[config.mk]
export PLATFORM = sky130hd
export DESIGN_NAME = sr_cmd_gen_flat
export DESIGN_NICKNAME = d
export VERILOG_FILES = /design/src/rtl/sr_cmd_gen_pkg.sv /design/src/rtl/sr_cmd_gen_if.sv /design/src/rtl/sr_cmd_gen_btn_debounce.sv /design/src/rtl/sr_cmd_gen.sv /design/src/flat_wrapper.sv
export SDC_FILE = /design/constraint.sdc
export NUM_CORES = 1
export LEC_CHECK = 0
export BUFFER_PORTS_ARGS = -buffer_cell sky130_fd_sc_hd__buf_4
export CAP_MARGIN = 20
export CORE_MARGIN = 2
export CORE_UTILIZATION = 56
export CTS_CLUSTER_SIZE = 16
export DETAILED_ROUTE_END_ITERATION = 7
export PLACE_DENSITY_LB_ADDON = 0.05
export SYNTH_ARGS = -nofsm -noshare
export SYNTH_HDL_FRONTEND = slang
export SYNTH_SLANG_ARGS = --single-unit
[constraint.sdc]
create_clock -name clk -period 1.8 [get_ports clk]
set_input_delay 0.18 -clock clk [delete_from_list [all_inputs] [get_ports clk]]
set_output_delay 0.18 -clock clk [all_outputs]
set_load 0.02 [all_outputs]
[src/rtl/sr_cmd_gen_pkg.sv]
// Shared types and defaults for the SR latch command generator.
// Optional shadow tracking is enabled with SR_CMD_SHADOW_EN.
package sr_cmd_pkg;

  typedef enum logic [1:0] {
    IDLE  = 2'd0,
    DRIVE = 2'd1,
    GAP   = 2'd2
  } state_e;

  typedef enum logic {
    CMD_SET = 1'b0,
    CMD_CLR = 1'b1
  } cmd_e;

  localparam int DEBOUNCE_CYCLES_DEF = 8;
  localparam int PULSE_CYCLES_DEF    = 2;

endpackage

[src/rtl/sr_cmd_gen_if.sv]
// Button inputs and latch drive outputs of sr_cmd_gen.
// q_shadow exists only when SR_CMD_SHADOW_EN is defined.
interface sr_cmd_gen_if;
  logic set_btn;
  logic clr_btn;
  logic s_out;
  logic r_out;
  logic en_out;
  logic busy;
`ifdef SR_CMD_SHADOW_EN
  logic q_shadow;

  modport master (
    output set_btn, clr_btn,
    input  s_out, r_out, en_out, busy, q_shadow
  );
  modport slave (
    input  set_btn, clr_btn,
    output s_out, r_out, en_out, busy, q_shadow
  );
`else
  modport master (
    output set_btn, clr_btn,
    input  s_out, r_out, en_out, busy
  );
  modport slave (
    input  set_btn, clr_btn,
    output s_out, r_out, en_out, busy
  );
`endif
endinterface

[src/rtl/sr_cmd_gen_btn_debounce.sv]
// Two-flop synchroniser, stability counter and registered
// rising-edge pulse for one raw push-button.
module btn_debounce #(
  parameter int DEBOUNCE_CYCLES = 8
) (
  input  logic clk,
  input  logic rst_n,
  input  logic btn_i,
  output logic rise_o
);

  localparam int W = $clog2(DEBOUNCE_CYCLES + 1);
  localparam logic [W-1:0] LAST = W'(DEBOUNCE_CYCLES - 1);

  logic         sync1_q, sync2_q;
  logic         level_q, level_d;
  logic [W-1:0] cnt_q, cnt_d;
  logic         rise_q, rise_d;

  // Count consecutive disagreeing samples; flip level on the last one.
  always_comb begin
    level_d = level_q;
    cnt_d   = cnt_q;
    rise_d  = 1'b0;
    if (sync2_q == level_q) begin
      cnt_d = '0;
    end else if (cnt_q == LAST) begin
      level_d = sync2_q;
      cnt_d   = '0;
      rise_d  = sync2_q;
    end else begin
      cnt_d = cnt_q + W'(1);
    end
  end

  // Synchroniser, debounced level, counter and edge pulse.
  always_ff @(posedge clk or negedge rst_n) begin
    if (!rst_n) begin
      sync1_q <= 1'b0;
      sync2_q <= 1'b0;
      level_q <= 1'b0;
      cnt_q   <= '0;
      rise_q  <= 1'b0;
    end else begin
      sync1_q <= btn_i;
      sync2_q <= sync1_q;
      level_q <= level_d;
      cnt_q   <= cnt_d;
      rise_q  <= rise_d;
    end
  end

  assign rise_o = rise_q;

endmodule

[src/rtl/sr_cmd_gen.sv]
// Turns debounced set/clear presses into exclusive S/R/enable
// pulses. Define SR_CMD_SHADOW_EN to add q_shadow tracking.
module sr_cmd_gen
  import sr_cmd_pkg::*;
#(
  parameter int DEBOUNCE_CYCLES = DEBOUNCE_CYCLES_DEF,
  parameter int PULSE_CYCLES    = PULSE_CYCLES_DEF
) (
  input logic         clk,
  input logic         rst_n,
  sr_cmd_gen_if.slave bus
);

  localparam int PW = $clog2(PULSE_CYCLES + 1);
  localparam logic [PW-1:0] PLAST = PW'(PULSE_CYCLES - 1);

  logic          set_rise, clr_rise;
  state_e        state_q, state_d;
  cmd_e          cmd_q, cmd_d;
  logic [PW-1:0] pcnt_q, pcnt_d;
  logic          set_pend_q, set_pend_d;
  logic          clr_pend_q, clr_pend_d;
  logic          s_q, s_d, r_q, r_d, en_q, en_d;
  logic          set_take, clr_take;
  logic          any_pend, drop;
  cmd_e          pick;

  btn_debounce #(.DEBOUNCE_CYCLES(DEBOUNCE_CYCLES)) u_set_db (
    .clk   (clk),
    .rst_n (rst_n),
    .btn_i (bus.set_btn),
    .rise_o(set_rise)
  );

  btn_debounce #(.DEBOUNCE_CYCLES(DEBOUNCE_CYCLES)) u_clr_db (
    .clk   (clk),
    .rst_n (rst_n),
    .btn_i (bus.clr_btn),
    .rise_o(clr_rise)
  );

  assign any_pend = set_pend_q | clr_pend_q;
  assign pick     = clr_pend_q ? CMD_CLR : CMD_SET;

`ifdef SR_CMD_SHADOW_EN
  logic q_shadow_q;

  assign drop = ((pick == CMD_SET) == q_shadow_q);

  // Expected latch Q, committed as each pulse ends.
  always_ff @(posedge clk or negedge rst_n) begin
    if (!rst_n) begin
      q_shadow_q <= 1'b0;
    end else if (state_q == DRIVE && pcnt_q == PLAST) begin
      q_shadow_q <= (cmd_q == CMD_SET);
    end
  end

  assign bus.q_shadow = q_shadow_q;
`else
  assign drop = 1'b0;
`endif

  // Next state and registered outputs; GAP may launch directly.
  always_comb begin
    state_d  = state_q;
    cmd_d    = cmd_q;
    pcnt_d   = pcnt_q;
    s_d      = 1'b0;
    r_d      = 1'b0;
    en_d     = 1'b0;
    set_take = 1'b0;
    clr_take = 1'b0;
    unique case (state_q)
      IDLE, GAP: begin
        state_d = IDLE;
        if (any_pend) begin
          clr_take = (pick == CMD_CLR);
          set_take = (pick == CMD_SET);
          if (!drop) begin
            state_d = DRIVE;
            cmd_d   = pick;
            pcnt_d  = '0;
            s_d     = (pick == CMD_SET);
            r_d     = (pick == CMD_CLR);
            en_d    = 1'b1;
          end
        end
      end
      DRIVE: begin
        if (pcnt_q == PLAST) begin
          state_d = GAP;
        end else begin
          pcnt_d = pcnt_q + PW'(1);
          s_d    = (cmd_q == CMD_SET);
          r_d    = (cmd_q == CMD_CLR);
          en_d   = 1'b1;
        end
      end
      default: state_d = IDLE;
    endcase
  end

  // New edges always latch; a consumed flag clears.
  always_comb begin
    set_pend_d = (set_pend_q & ~set_take) | set_rise;
    clr_pend_d = (clr_pend_q & ~clr_take) | clr_rise;
  end

  // State, pending flags and output registers.
  always_ff @(posedge clk or negedge rst_n) begin
    if (!rst_n) begin
      state_q    <= IDLE;
      cmd_q      <= CMD_SET;
      pcnt_q     <= '0;
      set_pend_q <= 1'b0;
      clr_pend_q <= 1'b0;
      s_q        <= 1'b0;
      r_q        <= 1'b0;
      en_q       <= 1'b0;
    end else begin
      state_q    <= state_d;
      cmd_q      <= cmd_d;
      pcnt_q     <= pcnt_d;
      set_pend_q <= set_pend_d;
      clr_pend_q <= clr_pend_d;
      s_q        <= s_d;
      r_q        <= r_d;
      en_q       <= en_d;
    end
  end

  assign bus.s_out  = s_q;
  assign bus.r_out  = r_q;
  assign bus.en_out = en_q;
  assign bus.busy   = (state_q != IDLE);

endmodule

[src/flat_wrapper.sv]
// flat-port wrapper written by rule: the top's interface ports become plain ports
module sr_cmd_gen_flat import sr_cmd_pkg::*;
#(
  parameter int DEBOUNCE_CYCLES = DEBOUNCE_CYCLES_DEF,
  parameter int PULSE_CYCLES    = PULSE_CYCLES_DEF
)
  (clk, rst_n, bus_set_btn, bus_clr_btn, bus_s_out, bus_r_out, bus_en_out, bus_busy);
  sr_cmd_gen_if bus_i ();
  input logic clk;
  input logic rst_n;
  input wire logic [$bits(bus_i.set_btn)-1:0] bus_set_btn;
  input wire logic [$bits(bus_i.clr_btn)-1:0] bus_clr_btn;
  output wire logic [$bits(bus_i.s_out)-1:0] bus_s_out;
  output wire logic [$bits(bus_i.r_out)-1:0] bus_r_out;
  output wire logic [$bits(bus_i.en_out)-1:0] bus_en_out;
  output wire logic [$bits(bus_i.busy)-1:0] bus_busy;
  assign bus_i.set_btn = bus_set_btn;
  assign bus_i.clr_btn = bus_clr_btn;
  assign bus_s_out = bus_i.s_out;
  assign bus_r_out = bus_i.r_out;
  assign bus_en_out = bus_i.en_out;
  assign bus_busy = bus_i.busy;
  sr_cmd_gen #(.DEBOUNCE_CYCLES(DEBOUNCE_CYCLES), .PULSE_CYCLES(PULSE_CYCLES)) u_core (.clk(clk), .rst_n(rst_n), .bus(bus_i));
endmodule
## Word level (Yosys, flattened, before mapping)

Cells that the tools add are included.

| word-level totals | value |
|---|---|
| flip-flop bits (word level) | 26 |
| output and inout port bits | 4 |
| logic and storage cells | 76 |
| input bits | 4 |

| cells by class | value |
|---|---|
| bitwise logic cells | 11 |
| muxes and demuxes | 26 |
| equal/unequal tests | 10 |
| reductions and logical operators | 8 |
| add/sub/neg operators | 3 |

Operators with widths:

| kind | count |
|---|---|
| 4-bit two-way mux | 4 |
| 1-bit two-way mux | 14 |
| 4-bit by 1-bit adder with 4-bit output (second input constant) | 2 |
| 4-bit by 3-bit equality test with 1-bit output (second input constant) | 2 |
| 2-bit case mux with 2 select lines | 2 |
| 2-bit two-way mux | 3 |
| 1-bit NOT | 6 |
| 1-bit case mux with 2 select lines | 3 |
| 2-bit AND reduction | 3 |
| 2-bit by 1-bit equality test with 1-bit output (second input constant) | 2 |
| 2-bit by 1-bit != test with 1-bit output (second input constant) | 2 |
| 2-bit nonzero test | 2 |
| 1-bit OR | 3 |
| 3-bit AND reduction | 1 |
| 2-bit by 1-bit adder with 2-bit output (second input constant) | 1 |
| 1-bit AND | 2 |
| 1-bit equality test | 2 |
| 2-bit equality test (second input constant) | 1 |
| 2-bit zero test | 1 |
| 2-bit != test (second input constant) | 1 |
| 2-bit OR reduction | 1 |

## Logic depth before layout (Yosys ltp)

| logic depth | value |
|---|---|
| depth after elaboration | 7 |
| mapped depth | 6 |
| depth with buffers taken out | 5 |

## By module

From an unflattened synthesis, not the netlist that was laid out.

| second synthesis, totals | value |
|---|---|
| cells, all modules | 81 |
| area total of the unflattened synthesis | 1058.5 um^2 |

Modules (own cells, without submodules):

| module | area an instance (um^2) | times used | cells an instance |
|---|---|---|---|
| btn_debounce | 307.8 | 2 | 21 |
| sr_cmd_gen | 442.9 | 1 | 39 |

## Worst setup path after synthesis

No wires, ideal clock.

| timing path | value |
|---|---|
| path type | register to register |
| start point | register u_core.pcnt_q[0] |
| end point | register u_core.pcnt_q[0] |
| clock period less this slack | 1344 ps |
| arrival time | 1226 ps |
| path slack | 456 ps |
| stages on the path, launching flop included | 6 |
| cell sequence | dfrtp_1 ha_1 or2_1 buf_6 xnor2_2 a21o_1 |

| between the ends | value |
|---|---|
| cells in the longest elaborated chain, start to end | 3 |

Ends and longest elaborated chain:

| item | RTL line | RTL |
|---|---|---|
| start: declaration | sr_cmd_gen.sv:20 | `logic [PW-1:0] pcnt_q, pcnt_d;` |
| start signal: assignment | sr_cmd_gen.sv:124 | `pcnt_q <= pcnt_d;` |
| 2-bit by 1-bit adder with 2-bit output or 2-bit by 1-bit equality test with 1-bit output (tied branches) | sr_cmd_gen.sv:94, sr_cmd_gen.sv:91 |  |
| 2-bit two-way mux or 2-bit != test (tied branches) | n/a |  |
| 2-bit case mux with 2 select lines or 3-bit AND reduction (tied branches) | n/a |  |

Several ways; a longest one is shown, not always the timed one. The select of a mux whose other input is x is not followed.
A chain may end at the register's enable or synchronous reset.

## Worst setup path after layout

| timing path | value |
|---|---|
| start point | register u_core.state_q[0] |
| end point | output port bus_busy |

| between the ends | value |
|---|---|
| cells in the longest elaborated chain, start to end | 1 |

Ends and longest elaborated chain:

| item | RTL line | RTL |
|---|---|---|
| start: declaration | sr_cmd_gen.sv:18 | `state_e state_q, state_d;` |
| start signal: assignment | sr_cmd_gen.sv:122 | `state_q <= state_d;` |
| 2-bit nonzero test | sr_cmd_gen.sv:136 | `assign bus.busy = (state_q != IDLE);` |
| end: declaration | flat_wrapper.sv:16 | `output wire logic [$bits(bus_i.busy)-1:0] bus_busy;` |

Every way passes these cells.

==> impl_metrics.tcl <==
set metrics [dict create \
    io_buffers 7 \
    cts.sinks 26 \
    drt_iter0_drc 10 \
    cp_data_required_time_ns 1.62 \
    n_antenna_cell 0 \
    cts_root_buf "clkbuf_4" \
    path_cells "or2_2, buf_4" \
    yosys_most_used_dff "dfrtp_1" \
    ys_types 28 \
    hold_path_class "in -> async" \
    grt_max_degree 27 \
    grt_pass1_wl_mm 2.304 \
    grt-ovfl-total 0 \
    htree_levels 1 \
    setup-tns-final_ns 0 \
    cp-start-kind "flop" \
    max_freq_mhz 643.1 \
    syn_nets 87 \
    drc 0 \
    fin_cells 117 \
    crit_path_end_kind "primary output" \
    max_stage_delay_ns 0.55 \
    viasPerCell 5.077 \
    rows 15 \
    synthCells 80 \
    via_count 594 \
    hpwl_um 936.9 \
    die_height_um 46.94 \
    netlist_area_um2 1032 \
    rsz0062_at_grt "false" \
    status "finished, final reports clean" \
    finalSetupViolCount 0 \
    hold_violations 0 \
    cap_violations 0 \
    detail-route-antenna-nets 0 \
    synth_common_cells "dfrtp_1, nor2_1, nor3b_1, xnor2_1" \
    synthToLayoutAreaGrowth_pct 12.97 \
    clk_pin_slew_worst_paths_ns 0.14 \
    syn_area_per_cell_um2 12.90 \
    die-area_um2 2203 \
    grt_pass1_vias 547 \
    slew_headroom_pct 73.26 \
    drive_gt1_share_pct 18.48 \
    routed_wl_mm 1.404 \
    die_w_um 46.94 \
    crit_fanout 15 \
    synth_edf_count 0 \
    yosysMostFrequentCell "dfrtp_1" \
    worstMarginPinSlew_ns 0.4011 \
    path_class "reg -> out" \
    worstPathArrival_ns 1.37 \
    ys_seq_area_share_pct 63.03 \
    dp.cells 110 \
    netlist.top_cell.by_area "dfrtp_1" \
    cts_buffers 3 \
    skew_ns 0.004730 \
    cts_tree "built" \
    nFillCells 123 \
    yosys_register_bits 26 \
    post-route-min-period_ns 1.555 \
    yosysWarningCount 0 \
    fin_nets 100 \
    crit_buf_inv 1 \
    initial_utilization_pct 59.78 \
    gp_congestion 0.7228 \
    detail_route.wl_per_cell_um 12.00 \
    ir_drop_uv 762.9 \
    slowest_stage "dfrtp_1" \
    drt_pass1_iterations 4 \
    powerDensity_nw_per_um2 1333 \
    ctsResizeCount 0 \
    maxSlewViolCount 0 \
    antenna_found_initial 0 \
    p_leak_nw 0.5821 \
    clk_path_buf_depth 2 \
    async_flop_share_pct 100.0 \
    clk-insertion-delay-late_ns 0.32 \
    path_delay_family "flip-flops" \
    synth_top_area_share_pct 63.03 \
    io_pins 8 \
    synth_area_leaders "dfrtp_1, ha_1, xnor2_1, nor2_1, nor3b_1" \
    core_um2 1727 \
    track_usage_pct 16.05 \
    period_share_pct 86.39 \
]
==> timing repair <==
| item | CTS | global route |
|---|---|---|
| buffers inserted | 0 | 0 |
| hold endpoints to repair | 28 | 0 |
| hold buffers | 3 | 0 |
==> placed cells by master, fill, tap and decap left out <==
cell type	instances
o21ai_2	1
clkbuf_8	1
nor2b_1	2
o21ai_0	3
nand3b_1	2
nor4b_1	1
dlygate4sd3_1	3
nor3b_1	4
nand2_1	2
xnor2_1	4
mux2i_1	2
nor3_1	1
nand2b_1	1
nand3_1	2
buf_4	7
inv_1	2
a22o_1	1
xnor2_2	1
and3b_2	1
a21oi_1	2
mux2_2	2
dfrtp_1	26
nor2_1	8
o21bai_1	1
or2_1	1
nor4_1	1
or2_2	1
a21o_1	3
clkbuf_4	3
ha_1	3
==> cells by family after synthesis <==
kind of cell | synth area share [%]
adder cells (fa/ha/maj) | 3.637
AO/OA/AOI/OAI | 7.030
AND/OR/NAND/NOR | 14.91
XOR/XNOR | 4.970
multiplexers | 4.121
flip-flops | 63.03
buffers and inverters | 2.303
==> per-stage QoR <==
stage	util [%]	cell area, um^2	hold slack, ns	setup slack, ns	total power, mW
after global routing	67.54	1166	0.3009	0.1737	1.660
after floorplan	-	1032	-0.1156	0.4560	1.186
after detailed placement	63.70	1100	0.09632	0.3985	1.272
after global placement	63.70	1100	0.1012	0.4281	1.249
final	67.54	1166	0.2838	0.2450	1.554
after CTS	67.54	1166	0.2827	0.2287	1.569
==> metal layers <==
metal  part of all wire (%)  vias up  track usage (%)
li1                       -      294                -
met1                     46      287            19.28
met2                     50       11            25.48
met3                    3.4        2            4.615
met4                    1.1        0            10.00
met5                      0        -                0
==> area by class of cell <==
cell class	count	area (um^2)	area share [%]
sequential	26	650.6	55.79
multi-input combinational	50	357.8	30.69
timing repair buffer	10	82.58	7.082
clock buffer	4	36.28	3.112
tap	25	31.28	2.682
inverter	2	7.507	0.6438
==> state kept, by name (all words and copies together), names as in the netlist, 2 cells and up <==
name,flops
u_core.pcnt_q,2
u_core.u_set_db.cnt_q,4
u_core.u_clr_db.cnt_q,4
u_core.state_q,2
==> power by group <==
part	switching (mW)	internal [mW]	leakage [nW]	total [mW]
combinational	0.207	0.231	0.217	0.438
clock	0.170	0.124	0.0210	0.294
sequential	0.113	0.710	0.344	0.822
==> final timing paths <==
| kind | endpoint | slack (ns) | cells past startpoint | startpoint |
|---|---|---|---|---|
| worst max-delay path | bus_busy | 0.25 | 2 | u_core.state_q[0] |
| worst min-delay path | u_core.bus.s_out | 0.28 | 2 | rst_n |
| worst max register to register | u_core.pcnt_q[0] | 0.38 | 4 | u_core.pcnt_q[0] |
| worst min register to register | u_core.u_clr_db.sync2_q | 0.37 | 0 | u_core.u_clr_db.sync1_q |
| max in group asynchronous | u_core.u_clr_db.cnt_q[3] | 1.28 | 2 | rst_n |
| min in group clk | u_core.u_clr_db.sync2_q | 0.37 | 0 | u_core.u_clr_db.sync1_q |
Note: power is estimated with default switching activity, not from simulation.
